`src/rtl/cache_pkg.sv`:
```
// Shared types and helpers for the cache line fetcher (burst constants, beat payload, clogb2).
package cache_pkg;

  localparam logic [1:0] AXI_BURST_INCR = 2'b01;
  localparam logic [1:0] AXI_RESP_OKAY  = 2'b00;

  localparam int unsigned LINE_BEAT_DW = 512;

  typedef struct packed {
    logic [LINE_BEAT_DW-1:0] data;
    logic                    last;
  } line_beat_t;

  // Ceiling log2; returns 0 for values <= 1.
  function automatic int unsigned clogb2(input int unsigned value);
    int unsigned r = 0;
    while ((64'd1 << r) < 64'(value)) r = r + 1;
    return r;
  endfunction

endpackage

```
`src/rtl/cache_line_fetcher_if.sv`:
```
// AXI4 read address/data channel bundle between the line fetcher (master) and memory (slave).
interface cache_line_fetcher_if #(
  parameter int unsigned AXI_ADDR_WIDTH = 64,
  parameter int unsigned AXI_DATA_WIDTH = 512
) ();

  logic [AXI_ADDR_WIDTH-1:0] m_axi_araddr;
  logic [7:0]                m_axi_arlen;
  logic [2:0]                m_axi_arsize;
  logic [1:0]                m_axi_arburst;
  logic                      m_axi_arid;
  logic                      m_axi_arvalid;
  logic                      m_axi_arready;
  logic [AXI_DATA_WIDTH-1:0] m_axi_rdata;
  logic [1:0]                m_axi_rresp;
  logic                      m_axi_rlast;
  logic                      m_axi_rvalid;
  logic                      m_axi_rready;

  modport master (
    output m_axi_araddr, m_axi_arlen, m_axi_arsize, m_axi_arburst, m_axi_arid,
           m_axi_arvalid, m_axi_rready,
    input  m_axi_arready, m_axi_rdata, m_axi_rresp, m_axi_rlast, m_axi_rvalid
  );

  modport slave (
    input  m_axi_araddr, m_axi_arlen, m_axi_arsize, m_axi_arburst, m_axi_arid,
           m_axi_arvalid, m_axi_rready,
    output m_axi_arready, m_axi_rdata, m_axi_rresp, m_axi_rlast, m_axi_rvalid
  );

endinterface

```
`src/rtl/fetch_skid_fifo.sv`:
```
// Two-entry valid/ready FIFO; output data comes straight from the storage registers.
module fetch_skid_fifo #(
  parameter int unsigned WIDTH = 8
) (
  input  logic             clk,
  input  logic             rstn,
  input  logic             in_valid,
  output logic             in_ready,
  input  logic [WIDTH-1:0] in_data,
  output logic             out_valid,
  input  logic             out_ready,
  output logic [WIDTH-1:0] out_data
);

  logic [WIDTH-1:0] mem [2];
  logic             wr_ptr;
  logic             rd_ptr;
  logic [1:0]       count;
  logic             push;
  logic             pop;

  assign push      = in_valid & in_ready;
  assign pop       = out_valid & out_ready;
  assign in_ready  = (count != 2'd2);
  assign out_valid = (count != 2'd0);
  assign out_data  = mem[rd_ptr];

  always_ff @(posedge clk) begin
    if (!rstn) begin
      mem[0] <= '0;
      mem[1] <= '0;
      wr_ptr <= 1'b0;
      rd_ptr <= 1'b0;
      count  <= 2'd0;
    end else begin
      if (push) begin
        mem[wr_ptr] <= in_data;
        wr_ptr      <= ~wr_ptr;
      end
      if (pop) rd_ptr <= ~rd_ptr;
      if (push && !pop)      count <= count + 2'd1;
      else if (pop && !push) count <= count - 2'd1;
    end
  end

endmodule

```
`src/rtl/cache_line_fetcher.sv`:
```
// Turns cache miss tags into single-ID AXI4 INCR line bursts and streams the line back in order.
// Optional CACHE_FETCH_ERR_EN adds err_sticky/err_count for bad rresp or misplaced rlast.
module cache_line_fetcher
  import cache_pkg::*;
#(
  parameter int unsigned TAGS_WIDTH      = 48,
  parameter int unsigned CACHE_SIZE      = 512,
  parameter int unsigned DATA_PORT_SIZE  = 512,
  parameter int unsigned AXI_DATA_WIDTH  = 512,
  parameter int unsigned AXI_ADDR_WIDTH  = 64,
  parameter int unsigned MAX_OUTSTANDING = 4
) (
  input  logic                      clk,
  input  logic                      rstn,
  input  logic                      req_tvalid,
  output logic                      req_tready,
  input  logic [TAGS_WIDTH-1:0]     req_tdata,
  output logic                      line_tvalid,
  input  logic                      line_tready,
  output logic [DATA_PORT_SIZE-1:0] line_tdata,
  output logic                      line_tlast,
  cache_line_fetcher_if.master      axi,
  output logic [3:0]                outstanding
`ifdef CACHE_FETCH_ERR_EN
  ,
  output logic                      err_sticky,
  output logic [15:0]               err_count
`endif
);

  localparam int unsigned BEATS       = ((CACHE_SIZE / AXI_DATA_WIDTH) == 0) ? 1 : (CACHE_SIZE / AXI_DATA_WIDTH);
  localparam int unsigned LINE_SHIFT  = clogb2(CACHE_SIZE / 8);
  localparam int unsigned BEAT_W      = (BEATS > 1) ? clogb2(BEATS) : 1;
  localparam int unsigned ADDR_FULL_W = TAGS_WIDTH + LINE_SHIFT;

  localparam logic [BEAT_W-1:0] LAST_BEAT = BEAT_W'(BEATS - 1);
  localparam logic [3:0]        MAX_OUT   = 4'(MAX_OUTSTANDING);
  localparam logic [7:0]        AR_LEN    = 8'(BEATS - 1);
  localparam logic [2:0]        AR_SIZE   = 3'(clogb2(AXI_DATA_WIDTH / 8));

  logic [ADDR_FULL_W-1:0] line_addr;
  logic                   ar_fire;
  logic                   r_fire;
  logic                   out_dec;
  logic                   fifo_in_ready;
  logic [BEAT_W-1:0]      beat_cnt;
  logic                   beat_last;
  line_beat_t             push_beat;
  line_beat_t             pop_beat;

  assign line_addr  = ADDR_FULL_W'(req_tdata) << LINE_SHIFT;
  assign req_tready = rstn & (~axi.m_axi_arvalid | axi.m_axi_arready) & (outstanding < MAX_OUT);
  assign ar_fire    = req_tvalid & req_tready;
  assign r_fire     = axi.m_axi_rvalid & axi.m_axi_rready;
  assign out_dec    = r_fire & axi.m_axi_rlast & (outstanding != 4'd0);
  assign beat_last  = (beat_cnt == LAST_BEAT);

  assign axi.m_axi_arid   = 1'b0;
  assign axi.m_axi_rready = rstn & fifo_in_ready;

  // Single-entry AR register; a new tag may load in the same cycle the old one handshakes.
  always_ff @(posedge clk) begin
    if (!rstn) begin
      axi.m_axi_arvalid <= 1'b0;
      axi.m_axi_araddr  <= '0;
      axi.m_axi_arlen   <= '0;
      axi.m_axi_arsize  <= '0;
      axi.m_axi_arburst <= '0;
    end else if (ar_fire) begin
      axi.m_axi_arvalid <= 1'b1;
      axi.m_axi_araddr  <= AXI_ADDR_WIDTH'(line_addr);
      axi.m_axi_arlen   <= AR_LEN;
      axi.m_axi_arsize  <= AR_SIZE;
      axi.m_axi_arburst <= AXI_BURST_INCR;
    end else if (axi.m_axi_arready) begin
      axi.m_axi_arvalid <= 1'b0;
    end
  end

  // In-flight count; a stray rlast with nothing outstanding is ignored.
  always_ff @(posedge clk) begin
    if (!rstn)                  outstanding <= 4'd0;
    else if (ar_fire && !out_dec) outstanding <= outstanding + 4'd1;
    else if (!ar_fire && out_dec) outstanding <= outstanding - 4'd1;
  end

  // tlast follows the local beat position, not rlast.
  always_ff @(posedge clk) begin
    if (!rstn)       beat_cnt <= '0;
    else if (r_fire) beat_cnt <= beat_last ? '0 : beat_cnt + BEAT_W'(1);
  end

  assign push_beat = '{data: LINE_BEAT_DW'(axi.m_axi_rdata), last: beat_last};

  fetch_skid_fifo #(
    .WIDTH ($bits(line_beat_t))
  ) u_skid (
    .clk       (clk),
    .rstn      (rstn),
    .in_valid  (r_fire),
    .in_ready  (fifo_in_ready),
    .in_data   (push_beat),
    .out_valid (line_tvalid),
    .out_ready (line_tready),
    .out_data  (pop_beat)
  );

  assign line_tdata = DATA_PORT_SIZE'(pop_beat.data);
  assign line_tlast = line_tvalid & pop_beat.last;

`ifdef CACHE_FETCH_ERR_EN
  logic beat_err;
  assign beat_err = r_fire & ((axi.m_axi_rresp != AXI_RESP_OKAY) | (axi.m_axi_rlast != beat_last));

  always_ff @(posedge clk) begin
    if (!rstn) begin
      err_sticky <= 1'b0;
      err_count  <= 16'd0;
    end else if (beat_err) begin
      err_sticky <= 1'b1;
      if (err_count != 16'hFFFF) err_count <= err_count + 16'd1;
    end
  end
`else
  logic unused_rresp;
  assign unused_rresp = ^axi.m_axi_rresp;
`endif

endmodule

```
`src/flat_wrapper.sv`:
```
// flat-port wrapper written by rule: the top's interface ports become plain ports
module cache_line_fetcher_flat import cache_pkg::*;
#(
  parameter int unsigned TAGS_WIDTH      = 48,
  parameter int unsigned CACHE_SIZE      = 512,
  parameter int unsigned DATA_PORT_SIZE  = 512,
  parameter int unsigned AXI_DATA_WIDTH  = 512,
  parameter int unsigned AXI_ADDR_WIDTH  = 64,
  parameter int unsigned MAX_OUTSTANDING = 4
)
  (clk, rstn, req_tvalid, req_tready, req_tdata, line_tvalid, line_tready, line_tdata, line_tlast, outstanding, axi_m_axi_araddr, axi_m_axi_arlen, axi_m_axi_arsize, axi_m_axi_arburst, axi_m_axi_arid, axi_m_axi_arvalid, axi_m_axi_rready, axi_m_axi_arready, axi_m_axi_rdata, axi_m_axi_rresp, axi_m_axi_rlast, axi_m_axi_rvalid);
  cache_line_fetcher_if #(.AXI_ADDR_WIDTH(AXI_ADDR_WIDTH), .AXI_DATA_WIDTH(AXI_DATA_WIDTH)) axi_i ();
  input  logic clk;
  input  logic rstn;
  input  logic req_tvalid;
  output logic req_tready;
  input  logic [TAGS_WIDTH-1:0] req_tdata;
  output logic line_tvalid;
  input  logic line_tready;
  output logic [DATA_PORT_SIZE-1:0] line_tdata;
  output logic line_tlast;
  output logic [3:0] outstanding;
  output wire logic [$bits(axi_i.m_axi_araddr)-1:0] axi_m_axi_araddr;
  output wire logic [$bits(axi_i.m_axi_arlen)-1:0] axi_m_axi_arlen;
  output wire logic [$bits(axi_i.m_axi_arsize)-1:0] axi_m_axi_arsize;
  output wire logic [$bits(axi_i.m_axi_arburst)-1:0] axi_m_axi_arburst;
  output wire logic [$bits(axi_i.m_axi_arid)-1:0] axi_m_axi_arid;
  output wire logic [$bits(axi_i.m_axi_arvalid)-1:0] axi_m_axi_arvalid;
  output wire logic [$bits(axi_i.m_axi_rready)-1:0] axi_m_axi_rready;
  input wire logic [$bits(axi_i.m_axi_arready)-1:0] axi_m_axi_arready;
  input wire logic [$bits(axi_i.m_axi_rdata)-1:0] axi_m_axi_rdata;
  input wire logic [$bits(axi_i.m_axi_rresp)-1:0] axi_m_axi_rresp;
  input wire logic [$bits(axi_i.m_axi_rlast)-1:0] axi_m_axi_rlast;
  input wire logic [$bits(axi_i.m_axi_rvalid)-1:0] axi_m_axi_rvalid;
  assign axi_m_axi_araddr = axi_i.m_axi_araddr;
  assign axi_m_axi_arlen = axi_i.m_axi_arlen;
  assign axi_m_axi_arsize = axi_i.m_axi_arsize;
  assign axi_m_axi_arburst = axi_i.m_axi_arburst;
  assign axi_m_axi_arid = axi_i.m_axi_arid;
  assign axi_m_axi_arvalid = axi_i.m_axi_arvalid;
  assign axi_m_axi_rready = axi_i.m_axi_rready;
  assign axi_i.m_axi_arready = axi_m_axi_arready;
  assign axi_i.m_axi_rdata = axi_m_axi_rdata;
  assign axi_i.m_axi_rresp = axi_m_axi_rresp;
  assign axi_i.m_axi_rlast = axi_m_axi_rlast;
  assign axi_i.m_axi_rvalid = axi_m_axi_rvalid;
  cache_line_fetcher #(.TAGS_WIDTH(TAGS_WIDTH), .CACHE_SIZE(CACHE_SIZE), .DATA_PORT_SIZE(DATA_PORT_SIZE), .AXI_DATA_WIDTH(AXI_DATA_WIDTH), .AXI_ADDR_WIDTH(AXI_ADDR_WIDTH), .MAX_OUTSTANDING(MAX_OUTSTANDING)) u_core (.clk(clk), .rstn(rstn), .req_tvalid(req_tvalid), .req_tready(req_tready), .req_tdata(req_tdata), .line_tvalid(line_tvalid), .line_tready(line_tready), .line_tdata(line_tdata), .line_tlast(line_tlast), .axi(axi_i), .outstanding(outstanding));
endmodule
```
`config.mk`:
```
export PLATFORM = sky130hd
export DESIGN_NAME = cache_line_fetcher_flat
export DESIGN_NICKNAME = d
export VERILOG_FILES = /design/src/rtl/cache_pkg.sv /design/src/rtl/cache_line_fetcher_if.sv /design/src/rtl/fetch_skid_fifo.sv /design/src/rtl/cache_line_fetcher.sv /design/src/flat_wrapper.sv
export SDC_FILE = /design/constraint.sdc
export NUM_CORES = 1
export LEC_CHECK = 0
export CAP_MARGIN = 25
export CORE_AREA = 2 2 450 452
export DETAILED_ROUTE_END_ITERATION = 10
export DIE_AREA = 0 0 452 454
export REMOVE_ABC_BUFFERS = 1
export SYNTH_ARGS = -nofsm -noshare
export SYNTH_HDL_FRONTEND = slang
export SYNTH_SLANG_ARGS = --single-unit
```
`constraint.sdc`:
```
create_clock -name clk -period 15.4 [get_ports clk]
set_input_delay 3.08 -clock clk [delete_from_list [all_inputs] [get_ports clk]]
set_output_delay 3.08 -clock clk [all_outputs]
set_load 0.05 [all_outputs]
```
======== Word-level counts from Yosys, hierarchy flattened ========
Memory sizes are Yosys's and may differ from the RTL's. A register that Yosys moved wholly into a read port is not among the register bits.
Cells that the tools add are included.
cells by class
  bitwise operators ....................... 15
  order comparisons ....................... 1
  equality and inequality tests ........... 1
  reduce and logical (&&, ||, !) cells .... 14
  add/subtract/negate cells ............... 5
  mux-type cells .......................... 16
operator list
  cell                                                                          count
  513-bit 2-to-1 mux                                                            1
  513-bit OR reduction                                                          1
  1-bit 2-to-1 mux                                                              11
  1-bit bitwise AND                                                             10
  4-bit 2-to-1 mux                                                              2
  2-bit nonzero test                                                            4
  4-bit by 1-bit adder with 4-bit output, second input constant                 1
  1-bit logical AND                                                             4
  1-bit zero test                                                               4
  4-bit by 3-bit less-than comparator with 1-bit output, second input constant  1
  2-bit 2-to-1 mux                                                              2
  1-bit NOT                                                                     4
  4-bit nonzero test                                                            1
  4-bit by 1-bit subtractor with 4-bit output, second input constant            1
  2-bit by 1-bit adder with 2-bit output, second input constant                 1
  2-bit != test, second input constant                                          1
  2-bit by 1-bit subtractor with 2-bit output, second input constant            1
  1-bit adder, second input constant                                            1
  1-bit bitwise OR                                                              1
word-level totals
  memory bits (writable) .................. 1026
  memories ................................ 1
  output and inout bits ................... 599
  register bits after elaboration ......... 60
  logic and storage cells ................. 62
memories
  name               words  width  read ports  clocked after Yosys merged registers in  wr ports  RTL line               RTL
  u_core.u_skid.mem  2      513    1           1                                        2         fetch_skid_fifo.sv:15  logic [WIDTH-1:0] mem [2];

======== Depth between registers and ports, before layout ========
  depth after elaboration ................. 9
  mapped depth ............................ 12
  mapped depth without buffers ............ 10

======== By module ========
Synthesis repeated with hierarchy kept, for this count alone.
second synthesis, totals
  cells, all modules ...................... 3612
  area, all modules ....................... 46648.5 µm²
modules (own cells, without submodules)
  module              times used  seq. area each (µm²)  cells an instance  area each (µm²)
  fetch_skid_fifo     1           30909.6               3332               44277.5
  cache_line_fetcher  1           1081.0                280                2371.0

======== Worst setup path before layout ========
Ideal clock, no wire load.
  path kind ............................... input port to flip-flop
  start point ............................. input axi_m_axi_rvalid
  end point ............................... memory u_core.u_skid.mem[1][0] (netlist bit), enable pin
  required time ........................... 14430 ps
  arrival time ............................ 15674 ps
  path slack .............................. -1244 ps
  stages .................................. 4
  path buffers ............................ 1
  path through ............................ and3_4 -> buf_4 -> and2_1 -> nand2b_1
RTL lines
  item                RTL line               RTL
  start: declaration  flat_wrapper.sv:34     input wire logic [$bits(axi_i.m_axi_rvalid)-1:0] axi_m_axi_rvalid;
  end: declaration    fetch_skid_fifo.sv:15

==> flow_summary.toml <==
[synthesis]
synth_common_cells = "1026 x edfxtp_1, 519 x and2_1, 513 x and3_1"
synth_edf_count = 1026
yosysUniqueCellTypes = 35
avgSynthCellArea_um2 = 15.1
yosysWarnings = 0
yosysSeqAreaShare_pct = 68.3
postSynthCellCount = 3096
yosysTopAreaCell = "edfxtp_1"
ys_seq_elements = 1085
yosysMostFrequentCell = "edfxtp_1"
synth_area_mm2 = 0.0468
async_flop_share_pct = 0
synth_flop_cell = "edfxtp_1"
synthTopCellsByArea = "edfxtp_1 66%, mux2_2 12%, and2_1 6.9%"
synth.top_cell.area_share_pct = 65.8

[sta]
hold_ws_ns = 0.459
drv_slew = 0
fin_skew_ns = 0.0620
hold_viol_final = 0
grt_setup_unrepaired = "false"
tightest_slew_ns = 1.16
setup_viol = 0
min_period_over_period_pct = 53.7
slew_headroom_pct = 22.7
max_freq_mhz = 121
finalCriticalPeriod_ns = 8.27

[setup_path]
max_stage_delay_ns = 0.96
crit_arrival_ns = 5.19
worstPathCellList = "buf_4 > buf_12 > buf_4 > mux2_2 > clkdlybuf4s50_1"
crit_slowest_cell = "clkdlybuf4s50_1"
startpoint_type = "flip-flop"
reg2reg_from = "u_core.u_skid.count[0]"
crit_path_end_kind = "primary output"
cp.required_ns = 12.32
rrSetupSlack_ns = 11.07
cp_max_fo = 103
cp_common_cell = "buf_4"
crit_type = "reg -> out"

[place]
placed_cell_area_mm2 = 0.0605
io_buffers = 1138
gp_congestion = 0.863
dpl.hpwl_mm = 111

[detailed_routing]
vias_per_cell = 4.31
first_pass_iters = 5
wirelength_mm = 165
drtIter0Drc = 2436
wl_per_cell_um = 23.7
dr_total_vias = 29900
antenna_left = 0
drcViolationCount = 0

[floorplan]
start_util_pct = 23.3
rows = 165
die_h_um = 454
ioPinCount = 1168
coreArea_mm2 = 0.201
die_w_um = 452
die_area_mm2 = 0.205

[power]
power_uw = 10700
p_leak_uw = 0.0248
swShare_pct = 38.3
power_density_mw_per_mm2 = 166
power_switching_uw = 4100
clockPowerShare_pct = 26.5
pwr-share-seq_pct = 34.7
p_int_uw = 6610
ir_worst_vdd_mv = 0.147
combPwrFrac_pct = 38.8

[cts]
cts_buffers = 121
cts_sinks = 1085
clock_path_buffers = 3
root_buffer = "clkbuf_16"
cts_tree = "yes"
path_clk_slew_ns = 0.06
holdBufCountCts = 0
cts_max_level = 3
post_cts_resized = 0
insertion_delay_ns = 0.75
post_cts_buffers = 0

[grt]
antenna_found_initial = 69
grt_max_degree = 192
gr-usage-all-layers_pct = 15.2
grt_pass1_wl_mm = 225
overflow = 0
grt_pass1_vias = 29600

[layout]
fin_area_mm2 = 0.0644
area.growth.synth_to_final_pct = 37.7
nets = 4716
nFillCells = 19800
drive_above_1_share_pct = 17.0

[outcome]
outcome = "finished clean"

[worst_hold_path]
hp-start = "u_core.axi.m_axi_araddr[53]"
min_path_type = "reg -> reg"

[flow_run]
maxCapViolations = 0
cells in the final DEF, fill, tap and decap left out, types with 30 or more instances in the layout:
master / count
clkdlybuf4s50_1: 1137
edfxtp_1: 1026
and2_1: 519
and3_1: 513
mux2_2: 512
clkbuf_16: 125
nand2_1: 100
dfxtp_1: 57
a21boi_0: 50
diode_2: 30
power groups by stage:
| stage | Combinational [µW] | Clock [µW] | Sequential, µW |
|---|---|---|---|
| after CTS | 4200 | 2910 | 3720 |
| after floorplan | 2610 | 0 | 4090 |
| after detailed placement | 4180 | 0 | 3780 |
| after global routing | 4310 | 3010 | 3750 |
| after global placement | 4190 | 0 | 3760 |
| final | 4150 | 2840 | 3720 |
state kept, by name, summed over array words and instances, names as in the netlist, named ones only:
name,flops
u_core.u_skid.wr_ptr,1
u_core.u_skid.count,2
u_core.axi.m_axi_araddr,48
u_core.axi.m_axi_arvalid,1
u_core.u_skid.mem,1026
u_core.u_skid.rd_ptr,1
u_core.outstanding,4
u_core.axi.m_axi_arsize,1
through the flow:
stage | setup WS, ns | TNS, ns | instances | util (%)
after floorplan | -3.72 | -3818.24 | 2848 | -
after detailed placement | 7.40 | 0 | 6691 | 30.1
after global routing | 6.84 | 0 | 6936 | 32.1
after global placement | 7.42 | 0 | 6691 | 30.1
final | 7.13 | 0 | 6944 | 32.1
after CTS | 6.89 | 0 | 6914 | 32.0
cells by family (layout without fill, tap and decap cells):
group                      count (synthesis)  count (layout)  share of synthesized area, %
buffers and inverters                    278            1398                          3.32
AOI/OAI and AO/OA                         57              57                         0.895
muxes                                    515             515                          12.4
xor gates and xnor gates                   5               5                        0.0935
and+or+nand+nor                         1150            1150                          14.8
adders and majority gates                  5               5                         0.150
DFF                                     1085            1085                          68.3
other                                      1              57                       0.00801
layout make-up:
cell class / instances / area (µm²) / share of cell area [%]
flip-flops and latches: 1085 / 32000 / 49.7
multi-input cells: 1759 / 13400 / 20.8
repair buffers: 1171 / 11800 / 18.2
well taps: 2672 / 3340 / 5.19
clock buffers: 156 / 3280 / 5.10
clock inverters: 67 / 576 / 0.893
diodes: 30 / 75.1 / 0.116
inverters: 4 / 27.5 / 0.0427
layer usage:
metal | part of all wire (%) | global-route usage, %
met4 | 3.7 | 6.22
met3 | 7.1 | 4.46
met1 | 39 | 18.2
met5 | 0.040 | 0
met2 | 50 | 25.5
critical path, delay by kind of cell (launching register included):
kind / cells / cell delay (ns)
flip-flops: 1 / 0.92
multiplexers: 1 / 0.30
buffers and inverters: 4 / 2.94
final timing paths:
check / depth (start not counted) / end
max reg2reg: 7 / u_core.u_skid.mem[0][92]
max: 5 / line_tdata[102]
min: 2 / u_core.axi.m_axi_araddr[53]
min reg2reg: 2 / u_core.axi.m_axi_araddr[53]
No activity file was read; power rests on OpenSTA's default activity.
